`src/rtl/nmea_header_matcher.sv`:
```
// nmea_header_matcher
// Compares an incoming byte stream against N fixed-length reference headers
// in parallel. Each channel keeps its own match position and falls back by a
// single byte on a mismatch, so a repeated start byte ("$$GPZDA") still hits.
// A reference byte equal to WILD matches any data byte. Every output is
// registered and follows the loaded byte by one clock.

module nmea_header_matcher #(
   parameter int               B    = 8,
   parameter int               L    = 6,
   parameter int               N    = 4,
   parameter logic [N*L*B-1:0] REFS = {"$GPZDA", "$GPRMC", "$GPGGA", "$GPGSV"},
   parameter logic [B-1:0]     WILD = "?",
   parameter int               IW   = (N > 1) ? $clog2(N) : 1
) (
   input  logic          clock,
   input  logic          reset_n,
   input  logic          restart,
   input  logic [N-1:0]  enable,
   input  logic          load,
   input  logic [B-1:0]  data,
   output logic [N-1:0]  hit,
   output logic          hit_valid,
   output logic [IW-1:0] hit_id,
   output logic          busy,
   output logic          reject
);

   localparam int CW = $clog2(L + 1);

   logic [N-1:0]  hit_next;
   logic [N-1:0]  active_next;
   logic [IW-1:0] hit_id_next;
   logic          reject_next;

   genvar gi;
   generate
      for (gi = 0; gi < N; gi++) begin : g_ch
         logic [CW-1:0] cnt_reg;
         logic [CW-1:0] cnt_next;
         logic [CW-1:0] p;
         logic [L-1:0]  match_vec;
         logic          match_p;
         logic          hit_c;

         // Byte 0 is the first transmitted byte and sits in the MSB slot.
         genvar gk;
         for (gk = 0; gk < L; gk++) begin : g_byte
            localparam logic [B-1:0] REF_BYTE = REFS[gi*L*B + (L-1-gk)*B +: B];
            assign match_vec[gk] = (REF_BYTE == WILD) || (REF_BYTE == data);
         end

         // Next position and hit for this channel; restart drops prior progress
         // but the same-cycle byte is still evaluated from position 0.
         always_comb begin
            p       = restart ? '0 : cnt_reg;
            match_p = 1'b0;
            for (int k = 0; k < L; k++) begin
               if (p == CW'(k)) match_p = match_vec[k];
            end
            cnt_next = p;
            hit_c    = 1'b0;
            if (!enable[gi]) begin
               cnt_next = '0;
            end else if (load) begin
               if (match_p) begin
                  if (p == CW'(L - 1)) begin
                     hit_c    = 1'b1;
                     cnt_next = '0;
                  end else begin
                     cnt_next = p + CW'(1);
                  end
               end else begin
                  // Single-byte re-sync: the failing byte may itself start a header.
                  cnt_next = match_vec[0] ? CW'(1) : '0;
               end
            end
         end

         // Channel position register.
         always_ff @(posedge clock or negedge reset_n) begin
            if (!reset_n) cnt_reg <= '0;
            else          cnt_reg <= cnt_next;
         end

         // Disabled channels are already forced to zero, so a non-zero count
         // implies the channel is enabled.
         assign hit_next[gi]    = hit_c;
         assign active_next[gi] = |cnt_next;
      end
   endgenerate

   // Lowest hitting channel wins; the index holds when nothing hits.
   always_comb begin
      hit_id_next = hit_id;
      for (int c = N - 1; c >= 0; c--) begin
         if (hit_next[c]) hit_id_next = IW'(c);
      end
   end

   assign reject_next = load && !(|hit_next) && !(|active_next);

   // Registered status outputs.
   always_ff @(posedge clock or negedge reset_n) begin
      if (!reset_n) begin
         hit       <= '0;
         hit_valid <= 1'b0;
         hit_id    <= '0;
         busy      <= 1'b0;
         reject    <= 1'b0;
      end else begin
         hit       <= hit_next;
         hit_valid <= |hit_next;
         hit_id    <= hit_id_next;
         busy      <= |active_next;
         reject    <= reject_next;
      end
   end

endmodule
```
`config.mk`:
```
export PLATFORM = sky130hd
export DESIGN_NAME = nmea_header_matcher
export DESIGN_NICKNAME = d
export VERILOG_FILES = /design/src/rtl/nmea_header_matcher.sv
export SDC_FILE = /design/constraint.sdc
export NUM_CORES = 1
export LEC_CHECK = 0
export BUFFER_PORTS_ARGS = -buffer_cell sky130_fd_sc_hd__buf_4
export CAP_MARGIN = 10
export CELL_PAD_IN_SITES_DETAIL_PLACEMENT = 1
export CELL_PAD_IN_SITES_GLOBAL_PLACEMENT = 1
export CORE_ASPECT_RATIO = 0.75
export CORE_UTILIZATION = 40
export DETAILED_ROUTE_END_ITERATION = 16
export PLACE_DENSITY = 0.77
export SLEW_MARGIN = 30
export SYNTH_ARGS = -nofsm -noshare
export SYNTH_HDL_FRONTEND = slang
export SYNTH_SLANG_ARGS = --single-unit
```
`constraint.sdc`:
```
create_clock -name clock -period 3.05 [get_ports clock]
set_clock_uncertainty 0.15 [all_clocks]
set_input_delay 0.305 -clock clock [delete_from_list [all_inputs] [get_ports clock]]
set_output_delay 0.305 -clock clock [all_outputs]
set_load 0.01 [all_outputs]
```
# Yosys cells after proc, flatten, opt, wreduce, memory -nomap -nowiden
# Index checks and enable logic that the tools add are counted.
# totals
wordCells	120
register_bits	21
# op_classes
addsub	4
n_eq_ne	31
muxes	65
reduce_logical	11
# ops
operator	n
== test 7 x 8 -> 1 bit (first input constant)	10
2-to-1 mux 3 bit	20
2-to-1 mux 1 bit	41
== test 3 x 2 -> 1 bit (second input constant)	8
== test 3 bit (second input constant)	8
adder 3 x 1 -> 3 bit (second input constant)	4
== test 3 x 1 -> 1 bit (second input constant)	4
logical NOT 3 bit	4
OR reduction 12 bit	1
== test 6 x 8 -> 1 bit (first input constant)	1
2-to-1 mux 2 bit	4
nonzero test 4 bit	1
OR reduction 4 bit	1
logical AND 1 bit	2
logical NOT 1 bit	2

# Longest topological paths before layout
# Gate-level depths: netlist (run 1).
# depth
depth_word	15
depth_mapped	12

# Worst setup path before layout (run 1)
# OpenSTA, ideal clock, no wires.
# synth_path
path_kind	input to register
from	in restart
to	reg busy
path_stages	12
path_slack_ns	0.539
required_time_ns	2.769
arrival_time_ns	2.230
n_path_buf	1
cell_sequence	buf_6 > clkinv_1 > nand2_1 > nor2_1 > ha_1 > nor2_1 > o21ai_0 > o211ai_1 > o32ai_1 > nor4_1 > nand4bb_1 > or3_1
# synth_between
elab_chain_len	12
word_cells_on_any_way	73
classes_between	4 x add/sub; 20 x eq/ne; 44 x mux; 5 x reduce/logical
# synth_lines
element	line_no	text
from (decl)	18	input logic restart,
2-to-1 mux 3 bit *	56	p = restart ? '0 : cnt_reg;
logical NOT 3 bit	59	if (p == CW'(k)) match_p = match_vec[k];
2-to-1 mux 1 bit (6 in a row)	59	
2-to-1 mux 3 bit	66	if (match_p) begin
2-to-1 mux 3 bit *	65	end else if (load) begin
2-to-1 mux 3 bit *	63	if (!enable[gi]) begin
net g_ch[3].cnt_next[2]	40	logic [CW-1:0] cnt_next;
OR reduction 12 bit *	115	busy <= |active_next;
to (signal assigned)	115	
to (decl)	25	output logic busy,
# Mark *: on every way through the listed nets, which the timed path passes. The rest lies on a longest branch.
# A chain may end at the register's enable or synchronous reset.

# Final worst setup path (run 1)
# Same ends and word-level chain as after synthesis.

==> results of run 1 <==
[placed cells by master (no fill, tap or decap), types with 2 or more instances in the layout]
master and n:
nand3_1 12, nand2_1 17, inv_1 8, or3b_2 2
ha_1 4, o21a_1 2, o21ai_0 8, clkbuf_8 3
o211ai_1 3, nand3b_1 3, or3_1 3, nand4_1 2
mux2i_1 2, nand2b_1 6, nor3_1 9, nor2b_1 4
nor4b_2 3, a21oi_1 3, buf_4 28, nor4_1 3
nor2_1 27, nor4b_1 7, a31oi_1 3, and3_1 4
dfrtp_1 21, nor3b_1 2, o22ai_1 2, o32ai_1 2
and2_1 3
[metrics by stage]
step	setup slack, ns	utilization, %
after floorplan	0.539	-
after global placement	0.197	47.2
after detailed placement	-0.0491	47.2
after CTS	0.192	48.6
after global routing	0.0333	48.8
final	0.239	48.8
[timing repair]
action | 4_1_cts | 5_1_grt
endpoints found under the hold margin | 21 | 0
setup endpoints to repair | 0 | 1
hold buffers | 1 | 0
resized for setup | 0 | 2
[logic make-up after synthesis]
group,count (synthesis),share of synthesized area (%)
buf+inv,17,5.39
simple gates,116,40.0
fa+ha+maj,4,2.96
compound gates,42,18.8
flops,21,31.0
mux,3,1.85
[critical path, cell delays in order]
cell and delay, ns:
buf_4 0.23, clkinvlp_4 0.23, nand2_1 0.18, nor2_1 0.06, ha_1 0.20, nor2_1 0.11
o21ai_0 0.13, o211ai_1 0.31, o32ai_1 0.15, nor4_1 0.31, nand4bb_1 0.18, or3_1 0.38
[power groups by stage]
stage	registers, mW	logic [mW]	clock network [mW]
after floorplan	0.288	0.0345	0
after global placement	0.287	0.0711	0
after detailed placement	0.287	0.0742	0
after CTS	0.282	0.0756	0.183
after global routing	0.282	0.0837	0.193
final	0.282	0.0762	0.180
[cell usage after synthesis (all sizes together) (2+ instances only)]
library cell  number
and3               4
o211ai             3
nand2             18
and4bb             2
o21a               2
nand2b             6
nand4              2
inv                8
a21oi              3
clkbuf             3
and2               3
nor3b              2
o21ai             10
dfrtp             21
nor4b             10
nor3               9
or3b               2
ha                 4
a31oi              3
or3                3
o32ai              2
buf                5
nand3b             3
nand3             12
o22ai              2
nor4               3
a22oi              2
a2111oi            2
mux2i              2
nor2              27
nor2b              4
[layout make-up]
class                      instances  area share [%]
clock buffer                       4            2.28
inverter                           9            1.90
multi-input combinational        165            54.6
timing repair buffer              29            11.1
sequential                        21            26.6
tap                               55            3.48
[how the worst min path moves through the flow]
stage | start | to | slack (ns)
global route | enable[3] | g_ch[3].cnt_reg[1] | 0.19
global placement | reset_n | g_ch[0].cnt_reg[2] | 0.05
finish | enable[3] | g_ch[3].cnt_reg[1] | 0.18
CTS | enable[3] | g_ch[3].cnt_reg[1] | 0.18
detailed placement | reset_n | g_ch[0].cnt_reg[2] | 0.05
floorplan | reset_n | busy | -0.14
[layer usage]
layer	GRT usage, %	vias up	wire length, um
li1	-	813	-
met1	33.6	840	2480
met2	41.7	42	2430
met3	4.96	4	210
met4	5.12	0	32
met5	0	-	0
==> out/qor.yml, run 1 <==
outcome: "finished, final reports clean"
portBuffers: 24
timing.hold.ws_ns: 0.179
ff2ff_setup_slack_ns: 0.24
synth_top_area_share_pct: 31.0
seqPwrFrac_pct: 52.4
netlist_instances: 203
leakage_nw: 0.830
combPwrFrac_pct: 14.2
htreeDepth: 1
dr.pass1.iters: 4
tightest_slew_ns: 0.577
grt_overflow: 0
clock_path_buffers: 2
fin_cells: 283
p_total_mw: 0.538
p_int_mw: 0.405
drc: 0
num-fill-cells: 502
p_sw_mw: 0.133
cts_tree: "built"
r2r-start: "g_ch[2].cnt_reg[0]"
reg2reg_depth: 10
synth_seq_cells: 21
setup_tns_ns: 0
path_max_fanout: 19
fin_nets: 249
worstSkewPairLatency_ns: 0.26
hold_depth: 3
yosysSeqAreaShare_pct: 31.0
placed_area_um2: 1910
cts_root_buffer: "clkbuf_8"
placedCellCount: 278
die_w_um: 77.1
fmax_ghz: 0.356
power_density_nw_per_um2: 272
path_clk_slew_ns: 0.07
hold_path_class: "in2reg"
grt_max_degree: 22
wire_per_inst_um: 18.2
multiInputGateArea_um2: 1080
antenna_found_initial: 0
rsz0062_at_grt: "no"
rr_endpoint: "busy"
hpwl_mm: 4.02
clkPwrFrac_pct: 33.4
synthesis.area_um2: 1690
crit_start: "restart"
wirelength_mm: 5.15
synthArstFlopShare_pct: 100
die-area_um2: 4500
critical_path.endpoint: "busy"
syn_nets: 223
rows: 20
grt_pass1_wl_mm: 8.72
synth_top_area_cell: "dfrtp_1"
largest_register_ffs: 12
slew_violations: 0
ir_drop_mv: 0.151
die_h_um: 58.3
ys_types: 61
worst_slew_margin_rel_pct: 61.1
postCtsSetupBuffers: 0
num_vias: 1699
drive_gt1_share_pct: 20.2
worstSetupStartpointType: "input pin"
criticalPathCategory: "in2reg"
synth_top_flop_cell: "dfrtp_1"
arrival_ns: 2.80
grt_usage_pct: 24.8
stdcell_area_um2: 1980
synth.avg_cell_area_um2: 8.34
via_per_inst: 6.00
yosysWarnings: 0
yosys-top-cells-area: "dfrtp_1 31%, nor2_1 6.0%, nand2_1 3.8%, nor4b_1 3.6%, nand3_1 3.5%"
cts_buffers: 3
gp_congestion: 0.888
endpoint_kind: "register"
grt_pass1_vias: 1783
drt_iter0_drc: 98
fin_crit_sh_pct: 92.2
swShare_pct: 24.7
start_util_pct: 41.8
synth_edf_count: 0
period_minus_slack_ns: 2.81
drv_cap: 0
area_growth_pct: 16.9
antenna_cells: 0
num_io_pins: 25
cp.required_ns: 3.03
finalHoldViolations: 0
regArea_um2: 526
setup_viol: 0
cts_sinks: 21
coreArea_um2: 4050
ant_nets: 0
Power figures use the tool's default switching activity.
==> run 2, diff against run 1 <==
CORE_ASPECT_RATIO = not set   (was 0.75)
RECOVER_POWER = 50   (was not set)
==> run 2 against run 1 <==
  * Clock power is essentially flat
  * First-iteration DRC count grew 2.0%
  * Final area shrank 0.89%
  * Sequential share of layout area grew 0.24 points
  * Via count grew 1.8%
  * Utilization shrank 0.13 points
  * Maximum frequency shrank 0.95%
  * Largest power group unchanged
==> out/qor.yml, run 2 (synthesized netlist as in run 1, its figures left out) <==
antenna_found_initial: 0
placedCellCount: 274
num_vias: 1730
drt_iter0_drc: 100
htreeDepth: 1
coreArea_um2: 4030
die_w_um: 67.1
grt_max_degree: 22
ant_nets: 0
fin_cells: 279
slew_violations: 0
drive_gt1_share_pct: 18.8
setup_tns_ns: 0
criticalPathCategory: "reg2reg"
hold_path_class: "in2reg"
rsz0062_at_grt: "no"
fin_ws_ns: 0.212
endpoint_kind: "register"
tightest_slew_ns: 1.23
portBuffers: 24
fin_crit_sh_pct: 93.1
grt_overflow: 0
ir_drop_mv: 0.205
area_growth_pct: 15.8
cts_root_buffer: "clkbuf_8"
largest_register_ffs: 12
leakage_nw: 0.819
critPathBufInv: 0
power_density_nw_per_um2: 274
num_io_pins: 25
path_clk_slew_ns: 0.08
cts_sinks: 21
fin_nets: 250
gp_congestion: 0.925
postCtsSetupBuffers: 0
start_util_pct: 42.0
critPathSlowestCell: "dfrtp_1"
die_h_um: 67.1
cp_top_family: "simple AND/OR/NAND/NOR gates"
worstSetupStartpointType: "register"
worst_slew_margin_rel_pct: 18.3
grt_usage_pct: 25.8
path_max_fanout: 6
die-area_um2: 4500
drv_cap: 0
cp.required_ns: 3.04
period_minus_slack_ns: 2.84
grt_pass1_vias: 1881
clock_path_buffers: 2
wire_per_inst_um: 18.9
max_stage_delay_ns: 0.42
fmax_ghz: 0.352
grt_pass1_wl_mm: 8.78
arrival_ns: 2.83
crit_chain: "nor2b_2 > and2_1 > ha_1 > nor3_1 > a31oi_1 > o31ai_2 > o211ai_1 > nor4_1 > nand4bb_1 > or3_1"
finalHoldViolations: 0
layout_common_cells: "27 x nor2_1, 24 x buf_4, 21 x dfrtp_1"
antenna_cells: 0
rows: 23
pre_cts_ws_ns: 0.00672
hpwl_mm: 4.09
wirelength_mm: 5.27
outcome: "finished, final reports clean"
cts_tree: "built"
via_per_inst: 6.20
cts_buffers: 3
mostFrequentLayoutCell: "nor2_1"
setup_viol: 0
worstSkewPairLatency_ns: 0.26
drc: 0
dr.pass1.iters: 4
run 2: area by class of cell:
| class | instances | area [um2] |
|---|---|---|
| Timing Repair Buffer | 30 | 209 |
| Tap cell | 50 | 62.6 |
| Fill cell | 502 | 2070 |
| Inverter | 9 | 33.8 |
| Sequential cell | 21 | 526 |
| Clock inverter | 1 | 5.00 |
| Clock buffer | 3 | 41.3 |
| Multi-Input combinational cell | 165 | 1080 |
run 2: worst min-delay path, cell delays in order:
cell,delay (ns)
buf_4,0.13
nand2_1,0.08
nor2_1,0.04
run 2: per-stage QoR:
stage	hold slack (ns)	cell area [um2]	power, mW	util [%]
2_1_floorplan	-0.141	1690	0.322	-
3_3_place_gp	0.0493	1920	0.357	47.5
3_5_place_dp	0.0569	1920	0.361	47.5
4_1_cts	0.171	1970	0.550	48.9
5_1_grt	0.191	1960	0.561	48.7
6_report	0.176	1960	0.536	48.7
run 2: per-layer routing:
layer,vias to the layer above,track usage [%],part of all wire (%)
li1,815,-,-
met1,856,32.8,45
met2,45,44.3,49
met3,14,1.88,3.4
met4,0,10.9,2.5
met5,-,0,0
run 2: report_power, final:
| part | leakage [nW] | switching, mW | internal, mW |
|---|---|---|---|
| clock network | 0.0255 | 0.0898 | 0.0909 |
| registers | 0.290 | 0.00131 | 0.280 |
| logic | 0.503 | 0.0445 | 0.0297 |
run 2: repair_timing:
action / CTS / global route
gates resized for setup: 0 / 2
setup endpoints to repair: 0 / 1
hold buffers: 1 / 0
endpoints found under the hold margin: 21 / 0
run 2: path summary, 6_finish.rpt:
path | end | from | slack, ns | cells past startpoint
setup / recovery | busy | g_ch[1].cnt_reg[0] | 0.21 | 10
hold / removal | hit[1] | enable[1] | 0.18 | 3
setup reg to reg | busy | g_ch[1].cnt_reg[0] | 0.21 | 10
hold reg to reg | hit_id[1] | hit_id[1] | 0.42 | 2
max in group asynchronous | g_ch[1].cnt_reg[2] | reset_n | 1.34 | 2
min in group asynchronous | hit_id[0] | reset_n | 0.69 | 2
==> run 3, diff against run 2 <==
ABC_AREA = 1   (was not set)
CORE_UTILIZATION = 39   (was 40)
PLACE_DENSITY = 0.82   (was 0.77)
==> run 3 against run 2 <==
  * Die area increased by 3.2%
  * Clock-buffer cell count unchanged
  * Combinational power increased by 40%
  * Highest routed layer unchanged
  * Flip-flop and latch count unchanged
==> out/qor.yml, run 3 <==
endpoint_kind: "register"
synth_top_flop_cell: "dfrtp_1"
wirelength_mm: 5.27
fin_ws_ns: 0.673
synth_xor_area_share_pct: 0
synth_top_area_share_pct: 30.8
num_vias: 1878
start_util_pct: 41.7
synthesis.area_um2: 1710
slew_violations: 0
netlist_instances: 293
post_cts_resized: 0
power_density_nw_per_um2: 292
pre_cts_ws_ns: 0.508
grt_max_degree: 23
fmax_ghz: 0.421
clock_path_buffers: 2
die_w_um: 68.1
portBuffers: 24
cts_hold_buf: 1
grt_usage_pct: 25.2
synth_edf_count: 0
cts_buffers: 3
synth.avg_cell_area_um2: 5.82
worst_slew_margin_rel_pct: 25.2
tightest_slew_ns: 1.12
synthSimpleGateAreaFrac_pct: 45.5
path_clk_slew_ns: 0.07
cp.required_ns: 3.05
cp_top_family: "simple AND/OR/NAND/NOR gates"
drive_gt1_share_pct: 8.81
ir_drop_mv: 0.262
fin_cells: 368
criticalPathCategory: "reg2reg"
die-area_um2: 4640
ant_nets: 0
synthAdderAreaFrac_pct: 2.93
via_per_inst: 5.10
period_minus_slack_ns: 2.38
grt_overflow: 0
antenna_cells: 0
fin_crit_sh_pct: 77.9
num-fill-cells: 580
yosys-top-cells-area: "dfrtp_1 31%, nand2_1 21%, nor2_1 11%, inv_1 11%, nand3_1 7.6%"
arrival_ns: 2.37
dr.pass1.iters: 4
path_max_fanout: 4
drt_iter0_drc: 93
cpMostUsedCell: "nand3_1"
gp_congestion: 0.876
yosysWarnings: 0
synth_top_area_cell: "dfrtp_1"
synthArstFlopShare_pct: 100
postCtsSetupBuffers: 0
fin_nets: 339
timing.hold.ws_ns: 0.140
yosysSeqAreaShare_pct: 30.8
max_stage_delay_ns: 0.36
ys_types: 24
worstSetupStartpointType: "register"
wire_per_inst_um: 14.3
hpwl_mm: 4.31
leakage_nw: 1.19
largest_register_ffs: 12
muxShareOfSynthArea_pct: 0
htreeDepth: 1
synth_seq_cells: 21
placedCellCount: 363
antenna_found_initial: 0
critPathSlowestCell: "dfrtp_1"
setup_viol: 0
synth_common_cells: "95 x nand2_1, 50 x nor2_1, 48 x inv_1"
crit_chain: "inv_1 > nor2_1 > inv_1 > nor3_2 > nand4_1 > nand3_1 > nand3_1 > nand2_1 > nand2_1 > nor2_1 > nand3_1 > or2_1"
synth_most_common_cell: "nand2_1"
setup_tns_ns: 0
die_h_um: 68.1
num_io_pins: 25
outcome: "finished, final reports clean"
coreArea_um2: 4090
critPathBufInv: 2
finalHoldViolations: 0
worstSkewPairLatency_ns: 0.26
mostFrequentLayoutCell: "nand2_1"
rows: 23
synth_top_family_by_area: "simple AND/OR/NAND/NOR gates"
cts_tree: "built"
layout_common_cells: "95 x nand2_1, 50 x nor2_1, 48 x inv_1"
grt_pass1_vias: 1812
syn_nets: 313
p_total_mw: 0.572
drc: 0
rsz0062_at_grt: "no"
area_growth_pct: 15.1
grt_pass1_wl_mm: 8.68
drv_cap: 0
cts_root_buffer: "clkbuf_8"
hold_path_class: "in2reg"
cts_sinks: 21
synth_compound_area_share_pct: 8.66
## run 3: final timing paths
path                                         start                  to  slack, ns  cells after the start
max in group asynchronous                  reset_n  g_ch[0].cnt_reg[1]       1.44                      2
worst min register to register           hit_id[0]           hit_id[0]       0.36                      2
worst min-delay path                     enable[1]  g_ch[1].cnt_reg[1]       0.14                      3
worst max register to register  g_ch[0].cnt_reg[0]                busy       0.67                     12
min in group asynchronous                  reset_n  g_ch[1].cnt_reg[1]       0.64                      2
worst max-delay path            g_ch[0].cnt_reg[0]                busy       0.67                     12
## run 3: cells by family after synthesis
family	count (synthesis)
simple gates	188
buf+inv	53
compound gates	27
flops	21
fa+ha+maj	4
## run 3: routing by layer
| metal | vias to the layer above | routed length, um | GRT usage (%) |
|---|---|---|---|
| met5 | - | 0 | 0 |
| met4 | 0 | 75 | 6.77 |
| met3 | 7 | 187 | 1.50 |
| met2 | 47 | 2300 | 40.1 |
| met1 | 863 | 2700 | 36.8 |
| li1 | 961 | - | - |
## run 3: tightest hold or removal path: stages
cell and delay, ns:
buf_4 0.10, nand2_1 0.06, inv_1 0.05
## run 3: area by class of cell
cell class                      count  area, um2  share of cell area (%)
Sequential cell                    21        526                    26.8
Clock buffer                        3       41.3                    2.10
Multi-Input combinational cell    219        973                    49.6
Inverter                           49        184                    9.37
Tap cell                           50       62.6                    3.19
Timing Repair Buffer               25        171                    8.73
Clock inverter                      1       5.00                   0.255
## run 3: power breakdown
group / leakage, nW / internal (mW) / total [mW] / switching [mW]
clock: 0.0255 / 0.0909 / 0.178 / 0.0870
combinational: 0.876 / 0.0354 / 0.104 / 0.0685
sequential: 0.285 / 0.286 / 0.291 / 0.00460
total: 1.19 / 0.412 / 0.572 / 0.160
## run 3: through the flow
stage / util [%] / instance area, um2
6_report: 48.0 / 1960
5_1_grt: 48.0 / 1960
4_1_cts: 48.5 / 1980
3_5_place_dp: 47.1 / 1930
3_3_place_gp: 47.1 / 1930
2_1_floorplan: - / 1710
